[src/rtl/controle_partida_multifase_pkg.sv]
// ---------------------------------------------------------------------------
// controle_partida_multifase_pkg
//
// Shared definitions for the multi-phase drone game controller:
//   - estado_t : state encoding (the value is also the 7-segment debug code)
//   - saidas_t : bundle of the 1-bit Moore outputs
//   - decodifica_saidas() : state -> Moore outputs decode
// ---------------------------------------------------------------------------
package controle_partida_multifase_pkg;

    typedef enum logic [3:0] {
        ST_INICIAL      = 4'h0,
        ST_PREPARACAO   = 4'h1,
        ST_MODO         = 4'h2,
        ST_ESPERA       = 4'h3,
        ST_DESLOCAMENTO = 4'h4,
        ST_CHECA        = 4'h5,
        ST_PROXIMO      = 4'h6,
        ST_DERROTA      = 4'h7,
        ST_VITORIA      = 4'h8,
        ST_VIDAS        = 4'h9,
        ST_ATUALIZA     = 4'hA,
        ST_TOUT         = 4'hB,
        ST_MAPA         = 4'hC,
        ST_PAUSA        = 4'hD,
        ST_RENASCE      = 4'hE
    } estado_t;

    typedef struct packed {
        logic zera_posicoes;
        logic escolhe_modo;
        logic escolhe_vida;
        logic escolhe_mapa;
        logic desloca;
        logic atualiza;
        logic checa_colisao;
        logic venceu;
        logic perdeu;
        logic timeout;
        logic pausado;
    } saidas_t;

    function automatic saidas_t decodifica_saidas(input estado_t st);
        saidas_t s;
        s               = '0;
        s.zera_posicoes = (st == ST_INICIAL) || (st == ST_PREPARACAO) ||
                          (st == ST_RENASCE);
        s.escolhe_modo  = (st == ST_MODO);
        s.escolhe_vida  = (st == ST_VIDAS);
        s.escolhe_mapa  = (st == ST_MAPA);
        s.desloca       = (st == ST_DESLOCAMENTO);
        s.atualiza      = (st == ST_ATUALIZA);
        s.checa_colisao = (st == ST_CHECA);
        s.venceu        = (st == ST_VITORIA);
        s.perdeu        = (st == ST_DERROTA);
        s.timeout       = (st == ST_TOUT);
        s.pausado       = (st == ST_PAUSA);
        return s;
    endfunction

endpackage

[src/rtl/controle_partida_multifase_contador_timeout.sv]
// ---------------------------------------------------------------------------
// contador_timeout
//
// Idle-timeout counter. Counts while `conta` is high, clears on `zera`
// (zera has priority), and saturates at TIMEOUT_CICLOS-1 so it never wraps.
//
// Ports:
//   clock   in  : rising-edge clock
//   reset   in  : synchronous active-high reset, clears the count
//   zera    in  : clear the count on the next edge
//   conta   in  : increment the count on the next edge
//   expirou out : count has reached TIMEOUT_CICLOS-1
// ---------------------------------------------------------------------------
module contador_timeout #(
    parameter int TIMEOUT_CICLOS = 5000,
    parameter int W_T            = 13
) (
    input  logic clock,
    input  logic reset,
    input  logic zera,
    input  logic conta,
    output logic expirou
);

    logic [W_T-1:0] cnt_q;
    logic [W_T-1:0] cnt_d;

    assign expirou = (cnt_q == W_T'(TIMEOUT_CICLOS - 1));

    always_comb begin
        cnt_d = cnt_q;
        if (zera) begin
            cnt_d = '0;
        end else if (conta && !expirou) begin
            cnt_d = cnt_q + W_T'(1);
        end
    end

    always_ff @(posedge clock) begin
        if (reset) begin
            cnt_q <= '0;
        end else begin
            cnt_q <= cnt_d;
        end
    end

endmodule

[src/rtl/controle_partida_multifase.sv]
// ---------------------------------------------------------------------------
// controle_partida_multifase
//
// Moore control unit for the drone game: setup (mode, lives, map), then the
// move / collision loop with lives accounting and respawn, idle timeout,
// pause/resume and progression through N_FASES consecutive maps.
//
// Ports:
//   clock, reset          : single clock, synchronous active-high reset
//   iniciar               : start / restart from a terminal state
//   confirma              : confirm a setup step or resume from pause
//   pausa                 : pause request (only honoured in espera)
//   borda_movimento       : one-cycle move pulse (only honoured in espera)
//   colisao               : collision flag, sampled in checa_colisao
//   fim_mapa              : end of current map, sampled in proximo
//   vidas_sel [W_VIDAS]   : requested lives, sampled on confirma in vidas
//   mapa_sel  [W_FASE]    : starting phase, sampled on confirma in mapa
//   zeraPosicoes .. pausado : registered Moore strobes/levels
//   vidas_restantes       : current lives
//   fase_atual            : current map index
//   db_estado [4]         : current state code for the debug display
// ---------------------------------------------------------------------------
module controle_partida_multifase
    import controle_partida_multifase_pkg::*;
#(
    parameter int MAX_VIDAS      = 3,
    parameter int W_VIDAS        = 2,
    parameter int N_FASES        = 4,
    parameter int W_FASE         = 2,
    parameter int TIMEOUT_CICLOS = 5000,
    parameter int W_T            = 13
) (
    input  logic               clock,
    input  logic               reset,
    input  logic               iniciar,
    input  logic               confirma,
    input  logic               pausa,
    input  logic               borda_movimento,
    input  logic               colisao,
    input  logic               fim_mapa,
    input  logic [W_VIDAS-1:0] vidas_sel,
    input  logic [W_FASE-1:0]  mapa_sel,
    output logic               zeraPosicoes,
    output logic               escolhe_modo,
    output logic               escolhe_vida,
    output logic               escolhe_mapa,
    output logic               desloca,
    output logic               atualiza_out,
    output logic               checa_colisao_out,
    output logic               venceu,
    output logic               perdeu,
    output logic               timeout_out,
    output logic               pausado,
    output logic [W_VIDAS-1:0] vidas_restantes,
    output logic [W_FASE-1:0]  fase_atual,
    output logic [3:0]         db_estado
);

    estado_t            state_q, state_d;
    logic [W_VIDAS-1:0] vidas_q, vidas_d;
    logic [W_FASE-1:0]  fase_q, fase_d;
    saidas_t            saidas_q;

    logic timer_zera;
    logic timer_conta;
    logic timer_expirou;

    // Timer counts only while waiting for a move; it is left untouched in
    // pausa so that resuming continues the same idle budget.
    assign timer_zera  = (state_q == ST_INICIAL) || (state_q == ST_PREPARACAO) ||
                         (state_q == ST_RENASCE) || (state_q == ST_PROXIMO);
    assign timer_conta = (state_q == ST_ESPERA);

    contador_timeout #(
        .TIMEOUT_CICLOS (TIMEOUT_CICLOS),
        .W_T            (W_T)
    ) u_timer (
        .clock   (clock),
        .reset   (reset),
        .zera    (timer_zera),
        .conta   (timer_conta),
        .expirou (timer_expirou)
    );

    always_comb begin
        state_d = state_q;
        vidas_d = vidas_q;
        fase_d  = fase_q;
        case (state_q)
            ST_INICIAL: begin
                vidas_d = '0;
                fase_d  = '0;
                if (iniciar) state_d = ST_MODO;
            end
            ST_MODO: begin
                vidas_d = '0;
                fase_d  = '0;
                if (confirma) state_d = ST_VIDAS;
            end
            ST_VIDAS: begin
                if (confirma) begin
                    state_d = ST_MAPA;
                    // Zero lives or more than the maximum is treated as
                    // "no valid choice" and grants the maximum.
                    if ((vidas_sel == '0) || (int'(vidas_sel) > MAX_VIDAS)) begin
                        vidas_d = W_VIDAS'(MAX_VIDAS);
                    end else begin
                        vidas_d = vidas_sel;
                    end
                end
            end
            ST_MAPA: begin
                if (confirma) begin
                    state_d = ST_PREPARACAO;
                    if (int'(mapa_sel) >= N_FASES) begin
                        fase_d = W_FASE'(N_FASES - 1);
                    end else begin
                        fase_d = mapa_sel;
                    end
                end
            end
            ST_PREPARACAO: state_d = ST_ESPERA;
            ST_ESPERA: begin
                // Expiry outranks everything, so a move arriving on the
                // expiry cycle is dropped.
                if (timer_expirou)        state_d = ST_TOUT;
                else if (pausa)           state_d = ST_PAUSA;
                else if (borda_movimento) state_d = ST_DESLOCAMENTO;
            end
            ST_DESLOCAMENTO: state_d = ST_ATUALIZA;
            ST_ATUALIZA:     state_d = ST_CHECA;
            ST_CHECA: begin
                if (colisao) begin
                    if (vidas_q <= W_VIDAS'(1)) begin
                        state_d = ST_DERROTA;
                        vidas_d = '0;
                    end else begin
                        state_d = ST_RENASCE;
                        vidas_d = vidas_q - W_VIDAS'(1);
                    end
                end else begin
                    state_d = ST_PROXIMO;
                end
            end
            ST_RENASCE: state_d = ST_ESPERA;
            ST_PROXIMO: begin
                if (!fim_mapa) begin
                    state_d = ST_ESPERA;
                end else if (int'(fase_q) < N_FASES - 1) begin
                    state_d = ST_PREPARACAO;
                    fase_d  = fase_q + W_FASE'(1);
                end else begin
                    state_d = ST_VITORIA;
                end
            end
            ST_PAUSA: begin
                if (confirma) state_d = ST_ESPERA;
            end
            ST_DERROTA, ST_VITORIA, ST_TOUT: begin
                if (iniciar) state_d = ST_MODO;
            end
            default: state_d = ST_INICIAL;
        endcase
    end

    // Outputs are decoded from the next state so they line up with state_q.
    always_ff @(posedge clock) begin
        if (reset) begin
            state_q  <= ST_INICIAL;
            vidas_q  <= '0;
            fase_q   <= '0;
            saidas_q <= decodifica_saidas(ST_INICIAL);
        end else begin
            state_q  <= state_d;
            vidas_q  <= vidas_d;
            fase_q   <= fase_d;
            saidas_q <= decodifica_saidas(state_d);
        end
    end

    assign zeraPosicoes      = saidas_q.zera_posicoes;
    assign escolhe_modo      = saidas_q.escolhe_modo;
    assign escolhe_vida      = saidas_q.escolhe_vida;
    assign escolhe_mapa      = saidas_q.escolhe_mapa;
    assign desloca           = saidas_q.desloca;
    assign atualiza_out      = saidas_q.atualiza;
    assign checa_colisao_out = saidas_q.checa_colisao;
    assign venceu            = saidas_q.venceu;
    assign perdeu            = saidas_q.perdeu;
    assign timeout_out       = saidas_q.timeout;
    assign pausado           = saidas_q.pausado;
    assign vidas_restantes   = vidas_q;
    assign fase_atual        = fase_q;
    assign db_estado         = state_q;

endmodule

[config.mk]
export PLATFORM = sky130hd
export DESIGN_NAME = controle_partida_multifase
export DESIGN_NICKNAME = d
export VERILOG_FILES = /design/src/rtl/controle_partida_multifase_pkg.sv /design/src/rtl/controle_partida_multifase_contador_timeout.sv /design/src/rtl/controle_partida_multifase.sv
export SDC_FILE = /design/constraint.sdc
export NUM_CORES = 1
export LEC_CHECK = 0
export CORE_AREA = 5 5 62 87
export CTS_CLUSTER_DIAMETER = 120
export DETAILED_ROUTE_END_ITERATION = 10
export DIE_AREA = 0 0 67 92
export DONT_BUFFER_PORTS = 1
export SYNTH_ARGS = -nofsm -noshare
export SYNTH_HDL_FRONTEND = slang
export SYNTH_SLANG_ARGS = --single-unit
[constraint.sdc]
create_clock -name clock -period 1.9 [get_ports clock]
set_clock_uncertainty 0.2 [all_clocks]
set_input_delay 0.38 -clock clock [delete_from_list [all_inputs] [get_ports clock]]
set_output_delay 0.38 -clock clock [all_outputs]
set_load 0.01 [all_outputs]
== Yosys cells after proc, flatten, opt, wreduce, memory -nomap -nowiden ==
Cells that the tools add are included.
Operators by class
  reduce and logical (&&, ||, !) cells: 18
  eq/ne operators: 32
  bitwise gates (word level): 0
  multiply operators: 0
  magnitude comparators: 2
  shifts and indexed selects: 0
  add/sub/neg operators: 3
  divide/modulo/power cells: 0
  multiplexer cells: 22
Operators by type and width (count)
  equality test 4 bit (second input constant): 14
  2-to-1 mux 4 bit: 12
  one-hot mux 4 bit (11 select lines): 1
  equality test 4 x 3 -> 1 bit (second input constant): 7
  2-to-1 mux 2 bit: 7
  adder 13 x 1 -> 13 bit (second input constant): 1
  equality test 13 bit (second input constant): 1
  equality test 4 x 2 -> 1 bit (second input constant): 3
  one-hot mux 2 bit (3 select lines): 2
  equality test 4 x 1 -> 1 bit (second input constant): 2
  logical NOT 4 bit: 2
  != test 2 bit (second input constant): 4
  nonzero test 3 bit: 2
  OR reduction 2 bit: 3
  logical OR 1 bit: 5
  AND reduction 4 bit: 1
  OR reduction 4 bit: 1
  AND reduction 3 bit: 1
  adder 2 x 1 -> 2 bit (second input constant): 1
  <= comparator 2 x 1 -> 1 bit (second input constant): 1
  logical NOT 2 bit: 1
  less-than comparator 2 bit (second input constant): 1
  != test 2 x 1 -> 1 bit (second input constant): 1
  subtractor 2 x 1 -> 2 bit (second input constant): 1
  other kinds (2): 2
Word-level totals
  word-level logic and storage cells: 92
  memory bits (read-only): 0
  memories: 0
  latch bits: 0
  bits in writable memories: 0
  input port bits: 12
  bits in registers: 32
  output and inout port bits: 19

== Logic depth before layout (Yosys ltp) ==
  depth after elaboration: 7
  mapped depth: 7
  depth with buffers taken out: 6

== By module ==
Synthesis repeated with hierarchy kept, for this count alone.
Unflattened totals
  cell total of the unflattened synthesis: 226
  area total of the unflattened synthesis: 2001.9 um^2
Modules (own cells, without submodules)
  controle_partida_multifase: area each 1288.7 um^2, sequential area each 380.4 um^2, cells an instance 143, instances 1
  contador_timeout: area each 713.2 um^2, sequential area each 260.2 um^2, cells an instance 83, instances 1

== Least setup slack after synthesis ==
OpenSTA, ideal clock, no wires.
  path type: reg-to-reg
  start: register state_q[3] (netlist: db_estado[3])
  end: register saidas_q (netlist bit escolhe_modo)
  data required time: 1.626 ns
  period minus slack after synthesis: 2.197 ns
  path buffers: 2
  library setup time: 0.074 ns
  arrival: 1.923 ns
  cell stages (with the launch flop): 8
  slack: -0.297 ns
  cells stage by stage: dfxtp_1 buf_6 nor2b_4 buf_6 and4_4 or4_4 or4_4 nor3_2
Between the ends
  cells in the longest elaborated chain, start to end: 5
  elaborated cells between the ends (all ways): 27
  classes of those cells: eq/ne (15); mux (9); reduce/logical (3)
RTL lines
  from (decl): line controle_partida_multifase.sv:59  | estado_t state_q, state_d;
  from (signal assigned): line controle_partida_multifase.sv:174  | state_q <= state_d;
  2-to-1 mux 4 bit: line controle_partida_multifase.sv:128  | else if (borda_movimento) state_d = ST_DESLOCAMENTO;
  2-to-1 mux 4 bit: line controle_partida_multifase.sv:127  | else if (pausa) state_d = ST_PAUSA;
  2-to-1 mux 4 bit: line controle_partida_multifase.sv:126  | if (timer_expirou) state_d = ST_TOUT;
  one-hot mux 4 bit (11 select lines) *: line controle_partida_multifase.sv:89  | case (state_q)
  equality test 4 x 2 -> 1 bit *: line controle_partida_multifase_pkg.sv:48  | s.escolhe_modo = (st == ST_MODO);
  to (signal assigned): line controle_partida_multifase.sv:172  | saidas_q <= decodifica_saidas(ST_INICIAL);
  to (signal assigned): line controle_partida_multifase.sv:177  | saidas_q <= decodifica_saidas(state_d);
  to (decl): line controle_partida_multifase.sv:62  | saidas_t saidas_q;
Mark *: on every way between the ends. The rest lies on a longest branch, timed or not.
A chain may end at the register's enable or synchronous reset.

== Final worst setup path ==
  start: register state_q[0] (netlist: db_estado[0])
  end: register saidas_q (netlist bit escolhe_modo)
Same word-level chain as after synthesis.

==> parameters.txt <==
Parameter                              Value

Status
  Run status    complete, but fails checks
  Violations in the final reports    setup timing

Place
  Detailed Place HPWL    roughly 3300 µm
  Number of placed instances with taps included    300
  Post-Place Worst Slack    -0.255 ns
  Final weighted congestion of routability-driven global placement    approximately 0.76
  Number of buffers added on ports    0

Routing
  Number of design-rule violations left by the first detailed-router iteration    99
  Average routed wire per standard cell    about 15 µm
  Routed vias    between 1.5k and 2k
  Number of design rule violations left after detail routing    0
  Antenna-violating nets left    0
  First drt pass iteration count    4
  Routed Wire Length    approximately 4600 µm
  Via-per-instance ratio    between 5 and 6

Yosys
  Post-Syn Nets    between 200 and 250
  Number of enable flip-flop cells after synthesis    0
  Synth area leaders    sky130_fd_sc_hd__dfxtp_1 (37%), sky130_fd_sc_hd__xnor2_1 (6.0%), sky130_fd_sc_hd__nor2_1 (4.7%)
  Post-Syn Area per Cell    around 8.8 µm²
  Flops & latches, synth    32
  Cells after synthesis    ~200
  Dominant cell type by area after synthesis    sky130_fd_sc_hd__dfxtp_1
  Synth Flop Type    sky130_fd_sc_hd__dfxtp_1
  Cell area after synthesis    1740 µm²
  Area share of the leading cell type in the synthesized netlist    a little under two fifths
  Number of distinct library cells after synthesis    59
  Async set-or-reset flop fraction in the synthesized netlist    0%
  Post-synthesis sequential area ratio    between 30% and 40%
  Synthesis Warnings    0

STA
  Max-slew violation count    0
  Achievable clock frequency    between 0.4 and 0.5 GHz
  Final setup violation count    24
  Setup slack after layout    -0.222 ns
  Time the worst path needs with I/O delays and setup    about 2.1 ns
  Unrepaired setup endpoints after global routing    yes
  Portion of the clock cycle consumed by the worst path in the final layout    112%
  Tightest slew margin relative to the limit    about three fifths
  Final hold slack    between 0.07 and 0.08 ns
  Worst Tran Pin Value    between 0.5 and 0.6 ns
  Hold Violations, Final    0

Floorplanning
  I/O pins    31
  DIE AREA    slightly above 6000 µm²
  Die boundary height    a little over 90 µm
  Total number of placement rows    29
  CORE AREA    4460 µm²
  Floorplan die width    between 60 and 70 µm
  Effective utilization at floorplan    between 30% and 40%

Critical path
  Crit start category    flip-flop
  Worst Setup End Kind    flip-flop
  Data arrival time at the worst-slack endpoint    2.14 ns
  CP Cell Sequence    nor3b_2, a211oi_2, or4_4, or4_4, nor3_2
  Worst stage delay on the critical path    about 0.57 ns
  Delay-heaviest family, CP    simple AND/OR/NAND/NOR gates
  Slowest-stage cell, CP    sky130_fd_sc_hd__or4_4
  Critical path type    reg2reg
  Required time of the critical path    ~1.9 ns
  Most common cell type on the critical path    sky130_fd_sc_hd__or4_4
  Number of buffers and inverters on the critical path    0
  Critical-path maximum fanout    10

Global route
  Antenna violations before repair    0
  Total grt overflow    0
  Vias in the first global route    1601
  Global router's overall resource usage    about 16%
  Global-route wire length before repair    7540 µm
  Pin count of the biggest net entering global routing    16

Layout
  P&R area growth vs syn    46.6%
  Layout cells sized above 1    46.0%
  Ant. Diodes    0
  Post-layout net count    between 200 and 300
  Filler cells    412
  Total area of sequential cells    659 µm²
  Final Non-Filler Cells    ~310
  Multi-input logic area    about 1200 µm²

Worst hold path
  Min-delay worst type    in2reg

Power and ir drop
  Pwr dens    just over 1000 nW/µm²
  Share of power burned in combinational logic    between 40 and 50%
  Fraction of power spent switching nets    a little over a third
  Total net switching power    a little over 0.0009 W
  Power share of the clock group    around a fifth
  Internal    between 0.0015 and 0.002 W
  Largest vdd supply drop    around 0.00044 V
  Sequential cell fraction of total power    approximately a third
  Lkg Pwr    0.981 nW

CTS
  Number of H-tree branching levels    2
  Cts bufs inserted    5
  Clock slew at the register clock pins of the worst setup and hold paths    about 0.070 ns
  Longest Clk Path Bufs    2
  TritonCTS clock tree    done
  Clock insertion delay at the later pin of the skew report    0.28 ns
  Clock root cell    sky130_fd_sc_hd__clkbuf_8
  Clock tree sinks    32

Run
  Max-capacitance violation count    0
[sequential cells by signal, summed over array words and instances (netlist names)]
name / flops
atualiza_out: 1
checa_colisao_out: 1
db_estado: 4
desloca: 1
escolhe_mapa: 1
escolhe_modo: 1
escolhe_vida: 1
fase_atual: 2
pausado: 1
perdeu: 1
timeout_out: 1
u_timer.cnt_q: 13
venceu: 1
vidas_restantes: 2
zeraPosicoes: 1
[synth_stat cells, drive strengths merged, types with 2 or more instances]
cell and number:
nor4 5, a21o 2, nand4 4, a211oi 2, nor3 12, and3 4, or4b 3, nand3 4
or3b 3, or4 2, a211o 3, inv 4, nand3b 2, dfxtp 32, a31oi 2, and3b 2
clkbuf 5, ha 2, a22oi 2, nand2 12, nand2b 2, nor3b 6, a21boi 2, xnor2 12
o21ai 3, nor2 22, a21oi 10, and4 2, nor2b 5, buf 7
[kinds of logic after synthesis]
family / synth area share [%]
flip-flops: 36.8
buffers and inverters: 5.17
multiplexers: 1.22
XOR/XNOR: 6.03
AND/OR/NAND/NOR: 33.0
adder cells (fa/ha/maj): 1.44
AO/OA/AOI/OAI: 16.3
[worst paths after layout]
check                          start                       to  slack [ns]  cells past startpoint
min reg2reg  db_estado[1]$_SDFF_PP0_        perdeu$_SDFF_PP0_        0.29                      1
min                            reset  db_estado[0]$_SDFF_PP0_        0.07                      2
max reg2reg  db_estado[0]$_SDFF_PP0_  escolhe_modo$_SDFF_PP0_       -0.22                      5
max          db_estado[0]$_SDFF_PP0_  escolhe_modo$_SDFF_PP0_       -0.22                      5
[through the flow]
step	area [µm²]	util [%]	setup TNS (ns)	power (W)
floorplan	1800	-	-1.62	0.00142
global placement	2210	49.5	-3.07	0.00182
detailed placement	2210	49.5	-3.31	0.00183
CTS	2400	53.8	-3.16	0.00246
global route	2550	57.2	-5.05	0.00274
finish	2550	57.2	-2.96	0.00258
[power groups by stage]
| stage | Clock (W) | Combinational, W | Sequential, W |
|---|---|---|---|
| floorplan | 0 | 0.000616 | 0.000806 |
| global placement | 0 | 0.000990 | 0.000835 |
| detailed placement | 0 | 0.000992 | 0.000836 |
| CTS | 0.000547 | 0.00108 | 0.000831 |
| global route | 0.000567 | 0.00132 | 0.000851 |
| finish | 0.000525 | 0.00122 | 0.000843 |
[layout by cell type (no fill, tap or decap), types with 2 or more instances in the layout]
master / instances
sky130_fd_sc_hd__a21oi_1: 7
sky130_fd_sc_hd__a31oi_1: 2
sky130_fd_sc_hd__or3b_2: 2
sky130_fd_sc_hd__nor2_1: 19
sky130_fd_sc_hd__nor3b_1: 5
sky130_fd_sc_hd__clkbuf_8: 5
sky130_fd_sc_hd__nor2_2: 2
sky130_fd_sc_hd__nor3_2: 6
sky130_fd_sc_hd__or4b_4: 3
sky130_fd_sc_hd__and3_1: 3
sky130_fd_sc_hd__a211o_1: 3
sky130_fd_sc_hd__nor3_1: 4
sky130_fd_sc_hd__buf_12: 2
sky130_fd_sc_hd__a21oi_2: 3
sky130_fd_sc_hd__nand2_1: 11
sky130_fd_sc_hd__nor4_1: 5
sky130_fd_sc_hd__dfxtp_1: 25
sky130_fd_sc_hd__buf_4: 43
sky130_fd_sc_hd__dfxtp_4: 4
sky130_fd_sc_hd__nand2b_1: 2
sky130_fd_sc_hd__nor2b_4: 2
sky130_fd_sc_hd__dfxtp_2: 3
sky130_fd_sc_hd__nand3_1: 4
sky130_fd_sc_hd__inv_1: 4
sky130_fd_sc_hd__o21ai_2: 2
sky130_fd_sc_hd__nand4_1: 4
sky130_fd_sc_hd__nor2b_1: 2
sky130_fd_sc_hd__dlygate4sd3_1: 2
sky130_fd_sc_hd__and3b_1: 2
sky130_fd_sc_hd__or4_4: 2
sky130_fd_sc_hd__clkinv_2: 2
sky130_fd_sc_hd__nor3_4: 2
sky130_fd_sc_hd__xnor2_1: 11
sky130_fd_sc_hd__nand3b_1: 2
sky130_fd_sc_hd__a211oi_2: 2
sky130_fd_sc_hd__buf_6: 11
[area by class of cell]
type                       instances  share of cell area (%)
multi-input combinational        150                    47.3
sequential                        32                    25.8
timing repair buffer              58                    19.8
tap                               62                    3.04
clock buffer                       5                    2.69
clock inverter                     3                   0.735
inverter                           4                   0.588
[metal layers]
layer | global-route usage (%) | share of wire [%] | up-vias
met5 | 0 | 0 | -
met4 | 5.92 | 1.9 | 0
met3 | 3.91 | 4.0 | 9
met2 | 26.8 | 54 | 29
met1 | 17.9 | 40 | 804
li1 | - | - | 834
[timing repair]
item                                    in CTS  in global routing
resized for setup                           25                 28
cloned                                       1                  0
endpoints found under the setup margin      25                 32
pin swaps                                   11                 14
endpoints found under the hold margin       12                 11
buffers inserted                             1                  2
hold buffers                                 1                  1
Note: power is estimated with default switching activity, not from simulation.
